[src/rtl/ecc_mem_pkg.sv]
// Shared widths and FSM state encoding for the ECC codeword storage stage.
package ecc_mem_pkg;

    localparam int unsigned DATA_W = 8;
    localparam int unsigned CODE_W = 13;

    typedef enum logic [1:0] {
        IDLE  = 2'd0,
        WRITE = 2'd1,
        READ  = 2'd2,
        RESP  = 2'd3
    } state_t;

endpackage

[src/rtl/ecc_code_array.sv]
// DEPTH x CODE_W codeword register file: one write port, one async read port, async clear to all-zero.
module ecc_code_array
    import ecc_mem_pkg::*;
#(
    parameter int unsigned DEPTH  = 16,
    parameter int unsigned ADDR_W = $clog2(DEPTH)
) (
    input  logic              clk,
    input  logic              rst_n,
    input  logic              we,
    input  logic [ADDR_W-1:0] waddr,
    input  logic [CODE_W-1:0] wdata,
    input  logic [ADDR_W-1:0] raddr,
    output logic [CODE_W-1:0] rdata_c
);

    logic [CODE_W-1:0] mem_q [DEPTH];

    always_ff @(posedge clk or negedge rst_n) begin
        if (!rst_n) begin
            for (int unsigned i = 0; i < DEPTH; i++) begin
                mem_q[i] <= '0;
            end
        end else if (we) begin
            mem_q[waddr] <= wdata;
        end
    end

    assign rdata_c = mem_q[raddr];

endmodule

[src/rtl/hamming_decoder.sv]
// SECDED decoder: corrects single-bit errors, flags any detected error (single or double).
module hamming_decoder
    import ecc_mem_pkg::*;
(
    input  logic [CODE_W-1:0] code_in,
    output logic [DATA_W-1:0] data_out,
    output logic              error
);

    logic [3:0]        syn;
    logic              parity_all;
    logic [CODE_W-1:0] fix_mask;
    logic [CODE_W-1:0] fixed;

    always_comb begin
        syn = '0;
        for (int unsigned p = 1; p < CODE_W; p++) begin
            if (code_in[p]) syn = syn ^ 4'(p);
        end
        parity_all = ^code_in;
        // Odd overall parity with a valid syndrome means one flipped bit at that position.
        fix_mask = '0;
        if (parity_all && (syn != 4'd0) && (syn < 4'(CODE_W))) begin
            fix_mask = CODE_W'(1) << syn;
        end
        fixed    = code_in ^ fix_mask;
        data_out = {fixed[12], fixed[11], fixed[10], fixed[9],
                    fixed[7], fixed[6], fixed[5], fixed[3]};
        error    = parity_all | (syn != 4'd0);
    end

endmodule

[src/rtl/hamming_encoder.sv]
// SECDED encoder: Hamming(12,8) in code[12:1] (parity at positions 1,2,4,8) plus overall parity in code[0].
module hamming_encoder
    import ecc_mem_pkg::*;
(
    input  logic [DATA_W-1:0] data_in,
    output logic [CODE_W-1:0] code_out
);

    logic [CODE_W-1:1] h;

    always_comb begin
        h     = '0;
        h[3]  = data_in[0];
        h[5]  = data_in[1];
        h[6]  = data_in[2];
        h[7]  = data_in[3];
        h[9]  = data_in[4];
        h[10] = data_in[5];
        h[11] = data_in[6];
        h[12] = data_in[7];
        h[1]  = data_in[0] ^ data_in[1] ^ data_in[3] ^ data_in[4] ^ data_in[6];
        h[2]  = data_in[0] ^ data_in[2] ^ data_in[3] ^ data_in[5] ^ data_in[6];
        h[4]  = data_in[1] ^ data_in[2] ^ data_in[3] ^ data_in[7];
        h[8]  = data_in[4] ^ data_in[5] ^ data_in[6] ^ data_in[7];
    end

    assign code_out = {h, ^h};

endmodule

[src/rtl/ecc_mem_ctrl.sv]
// ECC codeword storage controller: one request in flight, encode on write, decode on read,
// optional fault-injection mask, saturating error counter with last-error address.
module ecc_mem_ctrl
    import ecc_mem_pkg::*;
#(
    parameter int unsigned DEPTH     = 16,
    parameter int unsigned ADDR_W    = $clog2(DEPTH),
    parameter int unsigned ERR_CNT_W = 8
) (
    input  logic                 clk,
    input  logic                 rst_n,
    input  logic                 req_valid,
    output logic                 req_ready,
    input  logic                 req_we,
    input  logic [ADDR_W-1:0]    req_addr,
    input  logic [DATA_W-1:0]    req_wdata,
    input  logic [CODE_W-1:0]    req_inj_mask,
    output logic                 rsp_valid,
    input  logic                 rsp_ready,
    output logic                 rsp_we,
    output logic [DATA_W-1:0]    rsp_rdata,
    output logic                 rsp_error,
    input  logic                 err_clr,
    output logic [ERR_CNT_W-1:0] err_count,
    output logic [ADDR_W-1:0]    last_err_addr
);

    state_t                state_q, state_d;
    logic                  req_ready_q, req_ready_d;
    logic                  rsp_valid_q, rsp_valid_d;
    logic                  rsp_we_q, rsp_we_d;
    logic [ADDR_W-1:0]     addr_q, addr_d;
    logic [DATA_W-1:0]     wdata_q, wdata_d;
    logic [CODE_W-1:0]     mask_q, mask_d;
    logic [CODE_W-1:0]     code_q, code_d;
    logic [ERR_CNT_W-1:0]  err_count_q, err_count_d;
    logic [ADDR_W-1:0]     last_err_addr_q, last_err_addr_d;

    logic                  arr_we_c;
    logic [CODE_W-1:0]     enc_code_c;
    logic [CODE_W-1:0]     arr_rdata_c;
    logic [DATA_W-1:0]     dec_data_c;
    logic                  dec_error_c;
    logic                  err_evt_c;

    hamming_encoder u_enc (
        .data_in  (wdata_q),
        .code_out (enc_code_c)
    );

    ecc_code_array #(
        .DEPTH  (DEPTH),
        .ADDR_W (ADDR_W)
    ) u_array (
        .clk     (clk),
        .rst_n   (rst_n),
        .we      (arr_we_c),
        .waddr   (addr_q),
        .wdata   (enc_code_c ^ mask_q),
        .raddr   (addr_q),
        .rdata_c (arr_rdata_c)
    );

    hamming_decoder u_dec (
        .code_in  (code_q),
        .data_out (dec_data_c),
        .error    (dec_error_c)
    );

    always_ff @(posedge clk or negedge rst_n) begin
        if (!rst_n) begin
            state_q         <= IDLE;
            req_ready_q     <= 1'b1;
            rsp_valid_q     <= 1'b0;
            rsp_we_q        <= 1'b0;
            addr_q          <= '0;
            wdata_q         <= '0;
            mask_q          <= '0;
            code_q          <= '0;
            err_count_q     <= '0;
            last_err_addr_q <= '0;
        end else begin
            state_q         <= state_d;
            req_ready_q     <= req_ready_d;
            rsp_valid_q     <= rsp_valid_d;
            rsp_we_q        <= rsp_we_d;
            addr_q          <= addr_d;
            wdata_q         <= wdata_d;
            mask_q          <= mask_d;
            code_q          <= code_d;
            err_count_q     <= err_count_d;
            last_err_addr_q <= last_err_addr_d;
        end
    end

    always_comb begin
        state_d         = state_q;
        rsp_we_d        = rsp_we_q;
        addr_d          = addr_q;
        wdata_d         = wdata_q;
        mask_d          = mask_q;
        code_d          = code_q;
        err_count_d     = err_count_q;
        last_err_addr_d = last_err_addr_q;
        arr_we_c        = 1'b0;
        err_evt_c       = 1'b0;

        case (state_q)
            IDLE: begin
                if (req_valid && req_ready_q) begin
                    addr_d  = req_addr;
                    wdata_d = req_wdata;
                    mask_d  = req_inj_mask;
                    state_d = req_we ? WRITE : READ;
                end
            end
            WRITE: begin
                arr_we_c = 1'b1;
                rsp_we_d = 1'b1;
                state_d  = RESP;
            end
            READ: begin
                code_d   = arr_rdata_c;
                rsp_we_d = 1'b0;
                state_d  = RESP;
            end
            RESP: begin
                if (rsp_ready) begin
                    err_evt_c = !rsp_we_q && dec_error_c;
                    state_d   = IDLE;
                end
            end
            default: state_d = IDLE;
        endcase

        req_ready_d = (state_d == IDLE);
        rsp_valid_d = (state_d == RESP);

        // A clear coinciding with an erroring handshake leaves exactly that one error counted.
        if (err_clr) begin
            err_count_d = err_evt_c ? ERR_CNT_W'(1) : '0;
        end else if (err_evt_c && (err_count_q != '1)) begin
            err_count_d = err_count_q + ERR_CNT_W'(1);
        end
        if (err_evt_c) begin
            last_err_addr_d = addr_q;
        end
    end

    assign req_ready     = req_ready_q;
    assign rsp_valid     = rsp_valid_q;
    assign rsp_we        = rsp_we_q;
    assign rsp_rdata     = rsp_we_q ? '0 : dec_data_c;
    assign rsp_error     = dec_error_c & ~rsp_we_q;
    assign err_count     = err_count_q;
    assign last_err_addr = last_err_addr_q;

endmodule

[config.mk]
export PLATFORM = sky130hd
export DESIGN_NAME = ecc_mem_ctrl
export DESIGN_NICKNAME = d
export VERILOG_FILES = /design/src/rtl/ecc_mem_pkg.sv /design/src/rtl/ecc_code_array.sv /design/src/rtl/hamming_decoder.sv /design/src/rtl/hamming_encoder.sv /design/src/rtl/ecc_mem_ctrl.sv
export SDC_FILE = /design/constraint.sdc
export NUM_CORES = 1
export LEC_CHECK = 0
export BUFFER_PORTS_ARGS = -buffer_cell sky130_fd_sc_hd__buf_2
export CAP_MARGIN = 40
export CORE_MARGIN = 2
export CORE_UTILIZATION = 60
export CTS_CLUSTER_SIZE = 14
export DETAILED_ROUTE_END_ITERATION = 10
export GPL_TIMING_DRIVEN = 1
export PLACE_DENSITY = 0.83
export RECOVER_POWER = 100
export SYNTH_ARGS = -nofsm -noshare
export SYNTH_HDL_FRONTEND = slang
export SYNTH_SLANG_ARGS = --single-unit
[constraint.sdc]
create_clock -name clk -period 3.1 [get_ports clk]
set_input_delay 0.31 -clock clk [delete_from_list [all_inputs] [get_ports clk]]
set_output_delay 0.31 -clock clk [all_outputs]
set_load 0.005 [all_outputs]
Word level (Yosys, flattened, before mapping)
Index checks and enable logic that the tools add are counted.

storage, ports and cells
  register bits after elaboration = 263
  input bits = 31
  output and inout port bits = 24
  word-level logic and storage cells = 114

operators by class
  add/sub/neg operators = 1
  magnitude comparators = 3
  equality and inequality tests = 5
  shift-type cells = 1
  mux-type cells = 31
  bitwise logic cells = 31
  reduce and logical (&&, ||, !) cells = 16

operators with widths
  cell                    count
  $bwmux W208             1
  $bmux W13 S4            1
  $demux W13 S4           1
  $mux W13                4
  $xor A13 B13 Y13        2
  $mux W8                 3
  $mux W4                 5
  $xor A1 B1 Y1           14
  $reduce_xor A13 Y1      1
  $shl A1 B4 Y13 const A  1
  $mux W3                 4
  $not A2 Y2              6
  $reduce_xor A12 Y1      1
  $mux W2                 5
  $add A8 B1 Y8 const B   1
  $ne A8 B8 Y1 const B    1
  $eq A2 B2 Y1 const B    3
  $logic_and A1 B1 Y1     6
  $not A3 Y3              2
  $pmux W2 S3             1
  $ge A5 B5 Y1 const B    1
  $lt A5 B1 Y1 const B    1
  $mux W1                 5
  $not A4 Y5              1
  other kinds (13)        17

Depth between registers and ports, before layout
  word-level depth = 28
  depth in mapped cells = 8
  mapped depth without buffers = 7

Cells and area by module
A second synthesis with hierarchy kept.

second synthesis, totals
  cells, all modules = 899
  area, all modules = 12525.8 um2

by module, submodules not included
  module           instances  cells each  area an instance (um2)  sequential area each (um2)
  ecc_code_array   1          585         9387.8                  5205.0
  ecc_mem_ctrl     1          242         2488.6                  1377.6
  hamming_decoder  1          53          444.2                   0.0
  hamming_encoder  1          19          205.2                   0.0

Worst setup path before layout
OpenSTA, ideal clock, no wires.

  path type = reg-to-reg
  start = register addr_q[0]
  end = register code_q[1]
  setup time = 0.125 ns
  data arrival time = 2.273 ns
  data required time = 2.975 ns
  setup slack = 0.702 ns
  cell stages (with the launch flop) = 7
  path buffers = 3
  period minus slack after synthesis = 2.398 ns
  cell sequence = dfrtp_1 > clkbuf_1 > buf_2 > buf_2 > mux4_2 > mux4_2 > mux2_2

on the way
  longest elaborated chain between the ends = 4

RTL lines
  what                                          RTL line              source
  start, declared                               ecc_mem_ctrl.sv:32    logic [ADDR_W-1:0] addr_q, addr_d;
  start signal, assigned                        ecc_mem_ctrl.sv:87    addr_q <= addr_d;
  $not A4 Y5 (implied by the code)              ecc_code_array.sv:29  assign rdata_c = mem_q[raddr];
  $bmux W13 S4                                  ecc_code_array.sv:29
  $mux W13 (implied by the code) (2 in series)  ecc_code_array.sv:29
  end signal, assigned                          ecc_mem_ctrl.sv:90    code_q <= code_d;
  end, declared                                 ecc_mem_ctrl.sv:35    logic [CODE_W-1:0] code_q, code_d;

No other way between the ends. The select of a mux whose other input is x is not followed.
A chain may end at the register's enable or synchronous reset.

Worst setup path in the final report
  start = register code_q[3]
  end = output rsp_rdata[2]

on the way
  longest elaborated chain between the ends = 20
  elaborated cells between the ends (all ways) = 25
  those cells by class = order compare (1); shift (1); mux (12); bitwise (7); reduce/logical (4)

RTL lines
  what                                              RTL line               source
  branches (longest 17 deep; another with $mux W4)  n/a
  $mux W13 *                                        hamming_decoder.sv:23  if (parity_all && (syn != 4'd0) && (syn < 4'(CODE_W))) begin
  $xor A13 B13 Y13 *                                hamming_decoder.sv:26  fixed = code_in ^ fix_mask;
  $mux W8 *                                         ecc_mem_ctrl.sv:153    assign rsp_rdata = rsp_we_q ? '0 : dec_data_c;
  end, declared                                     ecc_mem_ctrl.sv:21     output logic [DATA_W-1:0] rsp_rdata,

Mark *: on every way between the ends.

==> results.toml <==
[clock_network]
clockRootBuffer = "clkbuf_16"
cts_buffers = 28
cts_tree = "yes"
cts_sinks = 263
htreeDepth = 1
clk_latency_ns = 0.55
clkTransAtPathRegs_ns = 0.06
clk_path_buf_depth = 3

[critical_path]
crit_chain = "xnor2_2, xnor3_1, or2_2, a211oi_1, xnor2_1, nor2_1, clkbuf_1"
critPathCaptureType = "primary output"
path_buf_inv = 1
path_class = "flop to primary output"
setup.worst_path.start_class = "flop"
crit_required_ns = 2.79
crit_fanout = 6
slowest_stage = "xnor3_1"
worstPathArrival_ns = 2.71
crit_family = "XOR/XNOR gates"
critPathMaxStageDelay_ns = 0.53

[yosys]
syn_area_per_cell_um2 = 11.91
synth_common_cells = "dfrtp_1, nor2_1, a21oi_1"
synth_nets = 1043
synth-edff-count = 0
synth-main-ff-cell = "dfrtp_1"
synth_top_area_cell = "dfrtp_1"
synth.most_common_cell = "dfrtp_1"
synth_cell_types = 42
synth_top_area_share_pct = 54.74
ys_warn_count = 0
synth_cells = 1006
synth-seq-cells = 263
async_flop_share_pct = 100.0
ys_top_cells_by_area = "dfrtp_1, mux4_2, mux2_2"
syn_area_mm2 = 0.01198
seq_area_frac_synth_pct = 54.96

[placement]
globalplace.congestion = 0.8668
dp.final_hpwl_mm = 18.31
io_buffers = 54
dp_slack_ns = 0.4938
postPlaceCellArea_mm2 = 0.01273
dpl.cell_count = 1298

[cells_and_area]
finalNonFillerCells = 1368
area_growth_pct = 14.50
diodes = 0
multi_input_area_mm2 = 0.005096
seqCellArea_mm2 = 0.006584
final_layout_size_suffix_gt1_share_pct = 24.39
n_fill_cell = 1332
final_area_mm2 = 0.01371
nets = 1118

[sta]
drv_slew = 87
setup_viol_count_final = 0
post-route-period-util_pct = 97.38
min_period_ns = 3.019
setup_slack_ns = 0.08124
clock.fmax_mhz = 331.3
max_slew_margin_pct = -42.79
clock_skew_ns = 0.02416
setup_tns_ns = 0
grt_setup_unrepaired = "no"
tightestPinTransition_ns = 2.142
hold_violations = 0

[power]
power_frac_clock_pct = 20.0
p_per_area_mw_per_mm2 = 1237
p_leak_nw = 6.099
pwr-share-comb_pct = 45.0
ir_drop_mv = 0.8646
p_total_mw = 16.97
cellInternalPower_mw = 10.23
switching_power_mw = 6.739
swShare_pct = 39.72
power_frac_seq_pct = 35.0

[global_routing]
grt_first_pass_wirelength_mm = 47.98
grtUsageTotal_pct = 28.95
antenna_found_initial = 0
grt_max_degree = 87
grt_overflow_total = 0
grt_pass1_vias = 8837

[die]
row_count = 51
die_w_um = 145.3
die-area_mm2 = 0.02111
io_pins = 55
initial_core_util_pct = 61.34
die_h_um = 145.3
core_mm2 = 0.01953

[min_path]
worstHoldPathType = "input pin to flop"

[outcome]
outcome = "finished with violations"
violations = "max-capacitance violations, max-slew violations"

[detailed_routing]
wl_per_cell_um = 21.61
final_antenna_net_count = 0
drtPass1Iterations = 8
drtIter0Drc = 776
vias_per_cell = 6.205
drt-total-wl_mm = 29.57
drc = 0
num_vias = 8489

[run]
cap_viol_max_count = 1
==> worst paths after layout <==
path                                    startpoint                  to  slack (ns)  cells past startpoint
worst max-delay path                     code_q[3]        rsp_rdata[2]        0.08                      7
worst min-delay path                  req_wdata[7]          wdata_q[7]       0.003                      2
worst max register to register           addr_q[0]   u_array.mem_q[52]        0.22                      5
worst min register to register  u_array.mem_q[181]  u_array.mem_q[181]        0.48                      2
max in group asynchronous                    rst_n        err_count[7]        0.48                      3
min in group asynchronous                    rst_n  u_array.mem_q[121]        0.90                      2
==> worst register-to-register path: cells and delay by family (launching register included) <==
kind	cells	cell delay, ns
multiplexers	1	0.43
AND/OR/NAND/NOR	2	0.40
flip-flops	1	0.82
buffers and inverters	2	1.10
==> registers in the layout, indices dropped and copies added (netlist names) <==
signal         flops
state_q            2
req_ready          1
wdata_q            8
rsp_we             1
u_array.mem_q    208
addr_q             4
err_count          8
rsp_valid          1
last_err_addr      4
mask_q            13
code_q            13
==> routing by layer <==
metal  up-vias  wire length (um)  track usage (%)
li1       3683                 -                -
met3       103              2211            4.560
met5         -                 0                0
met2       414             15130            48.65
met1      4289             11130            38.03
met4         0              1099            12.11
==> cell type report <==
| cell class | instances | area share (%) |
|---|---|---|
| inverters | 6 | 0.1642 |
| clock buffers | 42 | 6.223 |
| clock inverters | 10 | 0.7299 |
| flip-flops and latches | 263 | 48.01 |
| repair buffers | 119 | 5.292 |
| well taps | 265 | 2.418 |
| multi-input cells | 663 | 37.16 |
==> cell families (layout without fill, tap and decap cells) <==
group / after synthesis / after routing / share of synthesized area, %
flip-flops: 263 / 263 / 54.96
AO/OA/AOI/OAI: 206 / 206 / 9.183
adder cells (fa/ha/maj): 6 / 6 / 0.6268
AND/OR/NAND/NOR: 255 / 255 / 8.870
XOR/XNOR: 56 / 56 / 4.513
buffers and inverters: 80 / 177 / 2.601
multiplexers: 140 / 140 / 19.24
==> repair_timing <==
item | 4_1_cts | 5_1_grt
resized for setup | 0 | 5
endpoints found under the hold margin | 95 | 0
hold buffers | 16 | 0
setup endpoints to repair | 0 | 4
setup buffers | 0 | 2
==> per-stage QoR <==
step | hold WS (ns) | utilization (%)
after floorplan | 0.01441 | -
after global placement | 0.3521 | 65.05
after detailed placement | 0.3485 | 65.19
after CTS | 0.0005592 | 70.90
after global routing | 0.001613 | 70.23
final | 0.002624 | 70.23
==> power groups by stage <==
| stage | clock network [mW] | registers, mW | logic (mW) |
|---|---|---|---|
| floorplan | 0 | 5.50 | 5.47 |
| global placement | 0 | 5.82 | 7.13 |
| detailed placement | 0 | 5.92 | 7.39 |
| CTS | 3.40 | 5.90 | 7.55 |
| global route | 3.57 | 6.09 | 8.25 |
| finish | 3.39 | 5.94 | 7.64 |
==> layout by cell type (no fill, tap or decap), types with 3 or more instances in the layout <==
cell type / n
clkbuf_8: 10
mux4_2: 65
nor2_1: 125
nand2b_1: 10
clkbuf_16: 28
mux2i_1: 3
or3_1: 5
mux2_2: 71
buf_2: 43
clkbuf_2: 13
nand2_1: 88
dlygate4sd3_1: 16
o31ai_1: 3
inv_1: 6
clkinv_2: 6
nand3_1: 11
xnor2_1: 39
o21ai_0: 81
ha_1: 6
buf_12: 3
xor2_1: 12
dfrtp_1: 261
a21oi_1: 108
clkbuf_1: 33
a211oi_1: 5
buf_4: 13
or4_1: 3
No activity file was read; power rests on OpenSTA's default activity.
